## config.mk

```make
export PLATFORM = sky130hd
export DESIGN_NAME = ram_page_reader_flat
export DESIGN_NICKNAME = d
export VERILOG_FILES = /design/src/rtl/ram_page_reader_if.sv /design/src/rtl/ram_page_reader.sv /design/src/flat_wrapper.sv
export SDC_FILE = /design/constraint.sdc
export NUM_CORES = 1
export LEC_CHECK = 0
export ABC_AREA = 0
export CORE_MARGIN = 1.5
export CORE_UTILIZATION = 30
export DETAILED_ROUTE_END_ITERATION = 8
export PLACE_DENSITY = 0.47
export SYNTH_ARGS = -nofsm -noshare
export SYNTH_HDL_FRONTEND = slang
export SYNTH_SLANG_ARGS = --single-unit
```

## constraint.sdc

```tcl
create_clock -name clk -period 3 [get_ports clk]
set_input_delay 0.75 -clock clk [delete_from_list [all_inputs] [get_ports clk]]
set_output_delay 0.75 -clock clk [all_outputs]
set_load 0.005 [all_outputs]
```

## src/rtl/ram_page_reader_if.sv

```systemverilog
// ---------------------------------------------------------------------------
// ram_page_reader_if
// Groups every non-clock/reset signal of the page reader.
//   control : start_rd (start a page), ram_change (buffer swap / abort)
//   RAM     : en_ram_rd, address_rd, ram_data_in (sync read, 1-cycle latency)
//   stream  : dout, dout_valid, dout_ready, dout_last
//   status  : busy, end_rd
// Modports:
//   master : the reader itself (drives RAM port, stream and status)
//   slave  : the environment (controller, RAM and stream consumer)
// ---------------------------------------------------------------------------
interface ram_page_reader_if #(
  parameter int ADDR_W = 15,
  parameter int DATA_W = 8
);
  logic              start_rd;
  logic              ram_change;
  logic              en_ram_rd;
  logic [ADDR_W-1:0] address_rd;
  logic [DATA_W-1:0] ram_data_in;
  logic [DATA_W-1:0] dout;
  logic              dout_valid;
  logic              dout_ready;
  logic              dout_last;
  logic              busy;
  logic              end_rd;

  modport master (
    input  start_rd, ram_change, ram_data_in, dout_ready,
    output en_ram_rd, address_rd, dout, dout_valid, dout_last, busy, end_rd
  );

  modport slave (
    output start_rd, ram_change, ram_data_in, dout_ready,
    input  en_ram_rd, address_rd, dout, dout_valid, dout_last, busy, end_rd
  );
endinterface

```

## src/rtl/ram_page_reader.sv

```systemverilog
// ---------------------------------------------------------------------------
// ram_page_reader
// Sequential reader for the 8-bit page buffer RAM. On start_rd it walks
// addresses 0..PAGE_LEN-1, captures the read data into a small FIFO and
// streams it out on a valid/ready byte interface. end_rd pulses once when
// the last byte has been accepted.
// Ports:
//   clk  : system clock, rising edge
//   rst  : synchronous active-high reset
//   bus  : ram_page_reader_if.master (control, RAM read port, stream, status)
// rst and ram_change have the same effect: back to IDLE, FIFO emptied and
// any RAM read in flight dropped.
// ---------------------------------------------------------------------------
module ram_page_reader #(
  parameter int ADDR_W     = 15,
  parameter int DATA_W     = 8,
  parameter int PAGE_LEN   = 16384,
  parameter int FIFO_DEPTH = 4
) (
  input  logic               clk,
  input  logic               rst,
  ram_page_reader_if.master  bus
);

  localparam int PTR_W = (FIFO_DEPTH > 1) ? $clog2(FIFO_DEPTH) : 1;
  localparam int CNT_W = PTR_W + 1;

  localparam logic [ADDR_W-1:0] PAGE_LEN_C = ADDR_W'(PAGE_LEN);
  localparam logic [ADDR_W-1:0] LAST_IDX_C = ADDR_W'(PAGE_LEN - 1);
  localparam logic [CNT_W:0]    DEPTH_C    = (CNT_W + 1)'(FIFO_DEPTH);

  typedef enum logic [1:0] {
    S_IDLE = 2'd0,
    S_READ = 2'd1,
    S_DONE = 2'd2
  } state_t;

  state_t              r_state;
  state_t              w_state_nxt;

  logic [ADDR_W-1:0]   r_issued;
  logic [ADDR_W-1:0]   r_xfer;
  logic                r_inflight;

  logic [DATA_W-1:0]   r_mem [FIFO_DEPTH];
  logic [PTR_W-1:0]    r_wr_ptr;
  logic [PTR_W-1:0]    r_rd_ptr;
  logic [CNT_W-1:0]    r_count;

  logic                w_clear;
  logic [CNT_W:0]      w_credit;
  logic                w_issue;
  logic                w_push;
  logic                w_valid;
  logic                w_pop;
  logic                w_last;

  // Datapath decode: issue credit, FIFO handshake and last-byte detect.
  always_comb begin
    w_clear  = rst | bus.ram_change;
    // Registered occupancy only: a pop this cycle does not free a slot yet.
    w_credit = {1'b0, r_count} + {{CNT_W{1'b0}}, r_inflight};
    w_issue  = (r_state == S_READ) && (r_issued < PAGE_LEN_C) && (w_credit < DEPTH_C);
    w_push   = r_inflight;
    w_valid  = (r_count != {CNT_W{1'b0}});
    w_pop    = w_valid && bus.dout_ready;
    w_last   = w_valid && (r_xfer == LAST_IDX_C);
  end

  // FSM next state: page ends on the edge the final byte transfers.
  always_comb begin
    w_state_nxt = r_state;
    case (r_state)
      S_IDLE: begin
        if (bus.start_rd) begin
          w_state_nxt = S_READ;
        end else begin
          w_state_nxt = S_IDLE;
        end
      end
      S_READ: begin
        if (w_pop && w_last) begin
          w_state_nxt = S_DONE;
        end else begin
          w_state_nxt = S_READ;
        end
      end
      S_DONE: begin
        w_state_nxt = S_IDLE;
      end
      default: begin
        w_state_nxt = S_IDLE;
      end
    endcase
  end

  // FSM state register.
  always_ff @(posedge clk) begin
    if (w_clear) begin
      r_state <= S_IDLE;
    end else begin
      r_state <= w_state_nxt;
    end
  end

  // Issue and transfer counters; cleared in DONE so IDLE shows address 0.
  always_ff @(posedge clk) begin
    if (w_clear) begin
      r_issued   <= {ADDR_W{1'b0}};
      r_xfer     <= {ADDR_W{1'b0}};
      r_inflight <= 1'b0;
    end else begin
      r_inflight <= w_issue;
      if (r_state == S_DONE) begin
        r_issued <= {ADDR_W{1'b0}};
        r_xfer   <= {ADDR_W{1'b0}};
      end else begin
        if (w_issue) begin
          r_issued <= r_issued + {{(ADDR_W-1){1'b0}}, 1'b1};
        end
        if (w_pop) begin
          r_xfer <= r_xfer + {{(ADDR_W-1){1'b0}}, 1'b1};
        end
      end
    end
  end

  // FIFO pointers and occupancy; push and pop may coincide.
  always_ff @(posedge clk) begin
    if (w_clear) begin
      r_wr_ptr <= {PTR_W{1'b0}};
      r_rd_ptr <= {PTR_W{1'b0}};
      r_count  <= {CNT_W{1'b0}};
    end else begin
      if (w_push) begin
        r_wr_ptr <= r_wr_ptr + {{(PTR_W-1){1'b0}}, 1'b1};
      end
      if (w_pop) begin
        r_rd_ptr <= r_rd_ptr + {{(PTR_W-1){1'b0}}, 1'b1};
      end
      case ({w_push, w_pop})
        2'b10:   r_count <= r_count + {{(CNT_W-1){1'b0}}, 1'b1};
        2'b01:   r_count <= r_count - {{(CNT_W-1){1'b0}}, 1'b1};
        default: r_count <= r_count;
      endcase
    end
  end

  // FIFO storage; contents are don't-care while not valid, so no reset.
  always_ff @(posedge clk) begin
    if (w_push && !w_clear) begin
      r_mem[r_wr_ptr] <= bus.ram_data_in;
    end
  end

  // Outputs are decoded from registers only.
  always_comb begin
    bus.en_ram_rd  = w_issue;
    bus.address_rd = r_issued;
    bus.dout_valid = w_valid;
    // Gate the head so dout reads zero whenever the FIFO is empty.
    if (w_valid) begin
      bus.dout = r_mem[r_rd_ptr];
    end else begin
      bus.dout = {DATA_W{1'b0}};
    end
    bus.dout_last  = w_last;
    bus.busy       = (r_state != S_IDLE);
    bus.end_rd     = (r_state == S_DONE);
  end

endmodule

```

## src/flat_wrapper.sv

```systemverilog
// flat-port wrapper written by rule: the top's interface ports become plain ports
module ram_page_reader_flat 
#(
  parameter int ADDR_W     = 15,
  parameter int DATA_W     = 8,
  parameter int PAGE_LEN   = 16384,
  parameter int FIFO_DEPTH = 4
)
  (clk, rst, bus_start_rd, bus_ram_change, bus_ram_data_in, bus_dout_ready, bus_en_ram_rd, bus_address_rd, bus_dout, bus_dout_valid, bus_dout_last, bus_busy, bus_end_rd);
  ram_page_reader_if #(.ADDR_W(ADDR_W), .DATA_W(DATA_W)) bus_i ();
  input  logic clk;
  input  logic rst;
  input wire logic [$bits(bus_i.start_rd)-1:0] bus_start_rd;
  input wire logic [$bits(bus_i.ram_change)-1:0] bus_ram_change;
  input wire logic [$bits(bus_i.ram_data_in)-1:0] bus_ram_data_in;
  input wire logic [$bits(bus_i.dout_ready)-1:0] bus_dout_ready;
  output wire logic [$bits(bus_i.en_ram_rd)-1:0] bus_en_ram_rd;
  output wire logic [$bits(bus_i.address_rd)-1:0] bus_address_rd;
  output wire logic [$bits(bus_i.dout)-1:0] bus_dout;
  output wire logic [$bits(bus_i.dout_valid)-1:0] bus_dout_valid;
  output wire logic [$bits(bus_i.dout_last)-1:0] bus_dout_last;
  output wire logic [$bits(bus_i.busy)-1:0] bus_busy;
  output wire logic [$bits(bus_i.end_rd)-1:0] bus_end_rd;
  assign bus_i.start_rd = bus_start_rd;
  assign bus_i.ram_change = bus_ram_change;
  assign bus_i.ram_data_in = bus_ram_data_in;
  assign bus_i.dout_ready = bus_dout_ready;
  assign bus_en_ram_rd = bus_i.en_ram_rd;
  assign bus_address_rd = bus_i.address_rd;
  assign bus_dout = bus_i.dout;
  assign bus_dout_valid = bus_i.dout_valid;
  assign bus_dout_last = bus_i.dout_last;
  assign bus_busy = bus_i.busy;
  assign bus_end_rd = bus_i.end_rd;
  ram_page_reader #(.ADDR_W(ADDR_W), .DATA_W(DATA_W), .PAGE_LEN(PAGE_LEN), .FIFO_DEPTH(FIFO_DEPTH)) u_core (.clk(clk), .rst(rst), .bus(bus_i));
endmodule
```

==> metrics.md, run 1 <==
| Metric | Value |
|---|---|
| Hold_buf cts | `0` |
| Worst Clk Skew | `about 14 ps` |
| Total grt overflow | `0` |
| Cell variety after synth | `33` |
| Multi-input gate area | `between 0.001 and 0.0015 mm^2` |
| Synthesized area | `between 0.003 and 0.004 mm^2` |
| Buf/Inv on CP | `1` |
| FF/Latch Area | `roughly 0.0018 mm^2` |
| Yosys reg bits | `74` |
| Peak supply drop | `between 0.15 and 0.2 mV` |
| Initial antenna violation count | `0` |
| FF-to-FF path depth | `5` |
| FILL cells | `between 900 and 1000` |
| Initial Utilization | `31.3%` |
| Final Critical Period | `~2800 ps` |
| Vias in the first global route | `2058` |
| GPL Wtd Cong | `roughly 0.71` |
| Nets | `around 340` |
| CTS Buffer Depth | `2` |
| Fmax | `0.354 GHz` |
| Crit path kind | `reg2out` |
| WL final | `around 6400 um` |
| Warnings, synthesis | `0` |
| Main synth FF type | `dfxtp_1` |
| Cell Pwr Density | `about 500 mW/mm^2` |
| Critical Path Source Type | `flop` |
| Final Cycle Share | `94.1%` |
| Core box area | `between 0.009 and 0.01 mm^2` |
| Synth top area share | `just over 30%` |
| Synth top area cells | `edfxtp_1, dfxtp_1, mux4_2, xnor2_1, nor2_1` |
| Crit path cell chain | `or4b_1 > nor2_2 > clkdlybuf4s50_1` |
| Crit path max fanout | `6` |
| GRT Resource Usage Total | `about 13%` |
| Antenna viol nets, final | `0` |
| CP Data Required Time | `2250 ps` |
| Site Rows | `36` |
| Share of layout cells above drive strength 1 | `between 10% and 20%` |
| Final core utilization | `~40%` |
| Hold path start | `u_core.r_xfer[1]` |
| Worst Setup End Kind | `output pin` |
| Post-synth ARST share | `0%` |
| CP peak stage delay | `about 540 ps` |
| Reg2reg start | `u_core.r_state[0]` |
| Class of the tightest hold or removal check | `reg2reg` |
| IO Count | `41` |
| Worst flop-to-flop path endpoint | `u_core.bus.address_rd[13]` |
| Max-slew violation count | `0` |
| R2R Setup Slk | `620 ps` |
| Clock Tree Root | `clkbuf_8` |
| # setup viols final | `0` |
| Final HPWL from detailed placement | `~4400 um` |
| Via count | `between 2000 and 2500` |
| Largest net degree at the start of global routing | `15` |
| Die Span Y | `approximately 100 um` |
| Synth Net Count | `294` |
| Hold Path Sink | `u_core.r_xfer[1]` |
| Worst-path clk slew | `about 90 ps` |
| Sequential cell area fraction in the yosys report | `58.0%` |
| Number of flops mapped to enable cells by yosys | `32` |
| Via density | `roughly 4.8` |
| Post-Syn Area per Cell | `11.4 um^2` |
| CTS Buf Count | `9` |
| Synth-to-layout area growth | `27.1%` |
| Critical path arrival | `2070 ps` |
| TritonCTS Sinks | `74` |
| Post-Syn Instances | `273` |
| Outcome | `finished clean` |
| Number of diodes | `0` |
| Starting DRC count in detailed routing | `between 70 and 80` |
| CTS tree | `yes` |
| Worst path slowest cell | `clkdlybuf4s50_1` |
| Slew HR | `between 60 and 70%` |
| Remaining DRCs | `0` |
| Die area | `0.0110 mm^2` |
| Cell taking the most area after synthesis | `edfxtp_1` |
| Die X | `roughly 100 um` |
| Buffers on Ports | `40` |
| Cell leakage power | `around 1.3 nW` |
| RSZ-0062 raised after global routing | `no` |
| CP top delay family | `simple AND/OR/NAND/NOR gates` |
| Drt pass-1 iters | `5` |
| Slew @ Worst Pin | `566 ps` |
| Worst hold path stage count | `2` |
| First-pass GRT wire length | `between 10000 and 15000 um` |
| Final hold vios | `0` |
| Clk_lat worst skew | `roughly 340 ps` |
| Total negative slack | `0 ps` |
| H-tree levels | `3` |
| Wirelength per Cell | `approximately 14 um` |
| Max-cap viol count | `0` |
[cells by family after synthesis]
group / count (synthesis) / share of synthesized area [%]
AND/OR/NAND/NOR: 111 / 18.5
flip-flops: 74 / 58.0
multiplexers: 11 / 6.77
XOR/XNOR: 21 / 5.93
adder cells (fa/ha/maj): 8 / 3.47
buffers and inverters: 21 / 2.62
AO/OA/AOI/OAI: 27 / 4.64
[what timing repair did]
action                                  CTS  global route
resized for setup                         3             3
buffers inserted                          0             1
endpoints found under the hold margin     0             0
gates cloned                              0             0
pin swaps                                 1             1
endpoints found under the setup margin    1             2
[power by group]
part / leakage (nW) / switching (W) / internal, W
combinational: 0.517 / 0.0000273 / 0.0000277
sequential: 0.627 / 0.00000264 / 0.00105
clock: 0.109 / 0.000391 / 0.000476
total: 1.25 / 0.000421 / 0.00155
[metrics by stage]
step	total power (W)	setup WS (ps)	cell area, um^2	std cells	hold WS (ps)
finish	0.00197	176	3950	461	489
floorplan	0.00110	665	3100	273	454
CTS	0.00200	14.4	3930	460	488
detailed placement	0.00113	122	3690	444	475
global placement	0.00113	225	3690	444	465
global route	0.00205	59.9	3950	461	521
[synth_stat cells, types with 5 or more instances]
cell type  count
a21oi_1       12
inv_1         10
ha_1           7
or3_1         11
xnor2_1       14
nand4_1        7
nor2b_1        9
edfxtp_1      32
nor2_1        30
and3_1         6
nand3_1       10
nor4_1         5
clkbuf_1       8
nor3_1         8
dfxtp_1       42
nand2_1       14
o21ai_0       11
mux4_2         8
xor2_1         7
[metal layers]
metal  wire length (um)  part of all wire (%)  vias to the layer above  track usage, %
li1                   -                     -                     1081               -
met1               3040                    47                     1075            16.5
met2               3070                    48                       36            19.6
met5                  0                     0                        -               0
met3                202                   3.2                        6            2.87
met4                 89                   1.4                        0            6.16
[cell type report]
class | count | share of cell area (%)
multi-input cells | 178 | 31.5
clock inverters | 7 | 2.54
inverters | 11 | 1.05
well taps | 133 | 4.22
clock buffers | 9 | 3.14
flip-flops and latches | 74 | 45.7
repair buffers | 49 | 11.9
[worst reg2reg max path, delay by kind of cell, from the launching register on]
kind          cells  cell delay [ps]
simple gates      3             1480
mux               1              220
buf+inv           1              200
flops             1              410
[sequential cells by signal, summed over array words and instances, names as in the netlist, named ones only]
register	cells
u_core.bus.address_rd	15
u_core.r_count	3
u_core.r_inflight	1
u_core.r_mem	32
u_core.r_rd_ptr	2
u_core.r_state	2
u_core.r_wr_ptr	2
u_core.r_xfer	15
[placed cells by master (no fill, tap or decap), types with 2 or more instances in the layout]
cell type	Yosys	final
a21oi_1	12	12
and3_1	6	6
and4_1	2	2
buf_4	0	9
bufinv_16	0	2
clkbuf_8	0	9
clkdlybuf4s50_1	0	39
dfxtp_1	42	41
edfxtp_1	32	32
ha_1	7	6
inv_1	10	10
mux2i_1	3	3
mux4_2	8	8
nand2_1	14	14
nand2b_1	2	2
nand3_1	10	10
nand4_1	7	7
nor2_1	30	29
nor2b_1	9	9
nor3_1	8	8
nor4_1	5	4
o21ai_0	11	11
or2_2	2	2
or3_1	11	11
or4_1	3	3
xnor2_1	14	14
xor2_1	7	7
[worst max path at each step]
stage,start,end,cells after the start
4_1_cts,u_core.r_xfer[0],bus_dout_last,5
2_1_floorplan,bus_dout_ready,u_core.r_count[2],8
6_report,u_core.r_state[0],bus_en_ram_rd,3
3_5_place_dp,u_core.r_xfer[0],bus_dout_last,5
5_1_grt,u_core.r_state[0],bus_en_ram_rd,3
3_3_place_gp,u_core.r_xfer[0],bus_dout_last,5
Power figures use the tool's default switching activity.
==> inputs of run 2 (changes only) <==
--- a/config.mk
+++ b/config.mk
@@ -10,6 +10,7 @@
 export CORE_UTILIZATION = 30
 export DETAILED_ROUTE_END_ITERATION = 8
 export PLACE_DENSITY = 0.47
+export SKIP_LAST_GASP = 1
 export SYNTH_ARGS = -nofsm -noshare
 export SYNTH_HDL_FRONTEND = slang
 export SYNTH_SLANG_ARGS = --single-unit
==> results of run 2 <==
Final layout, timing and power as in run 1 (identical DEF).
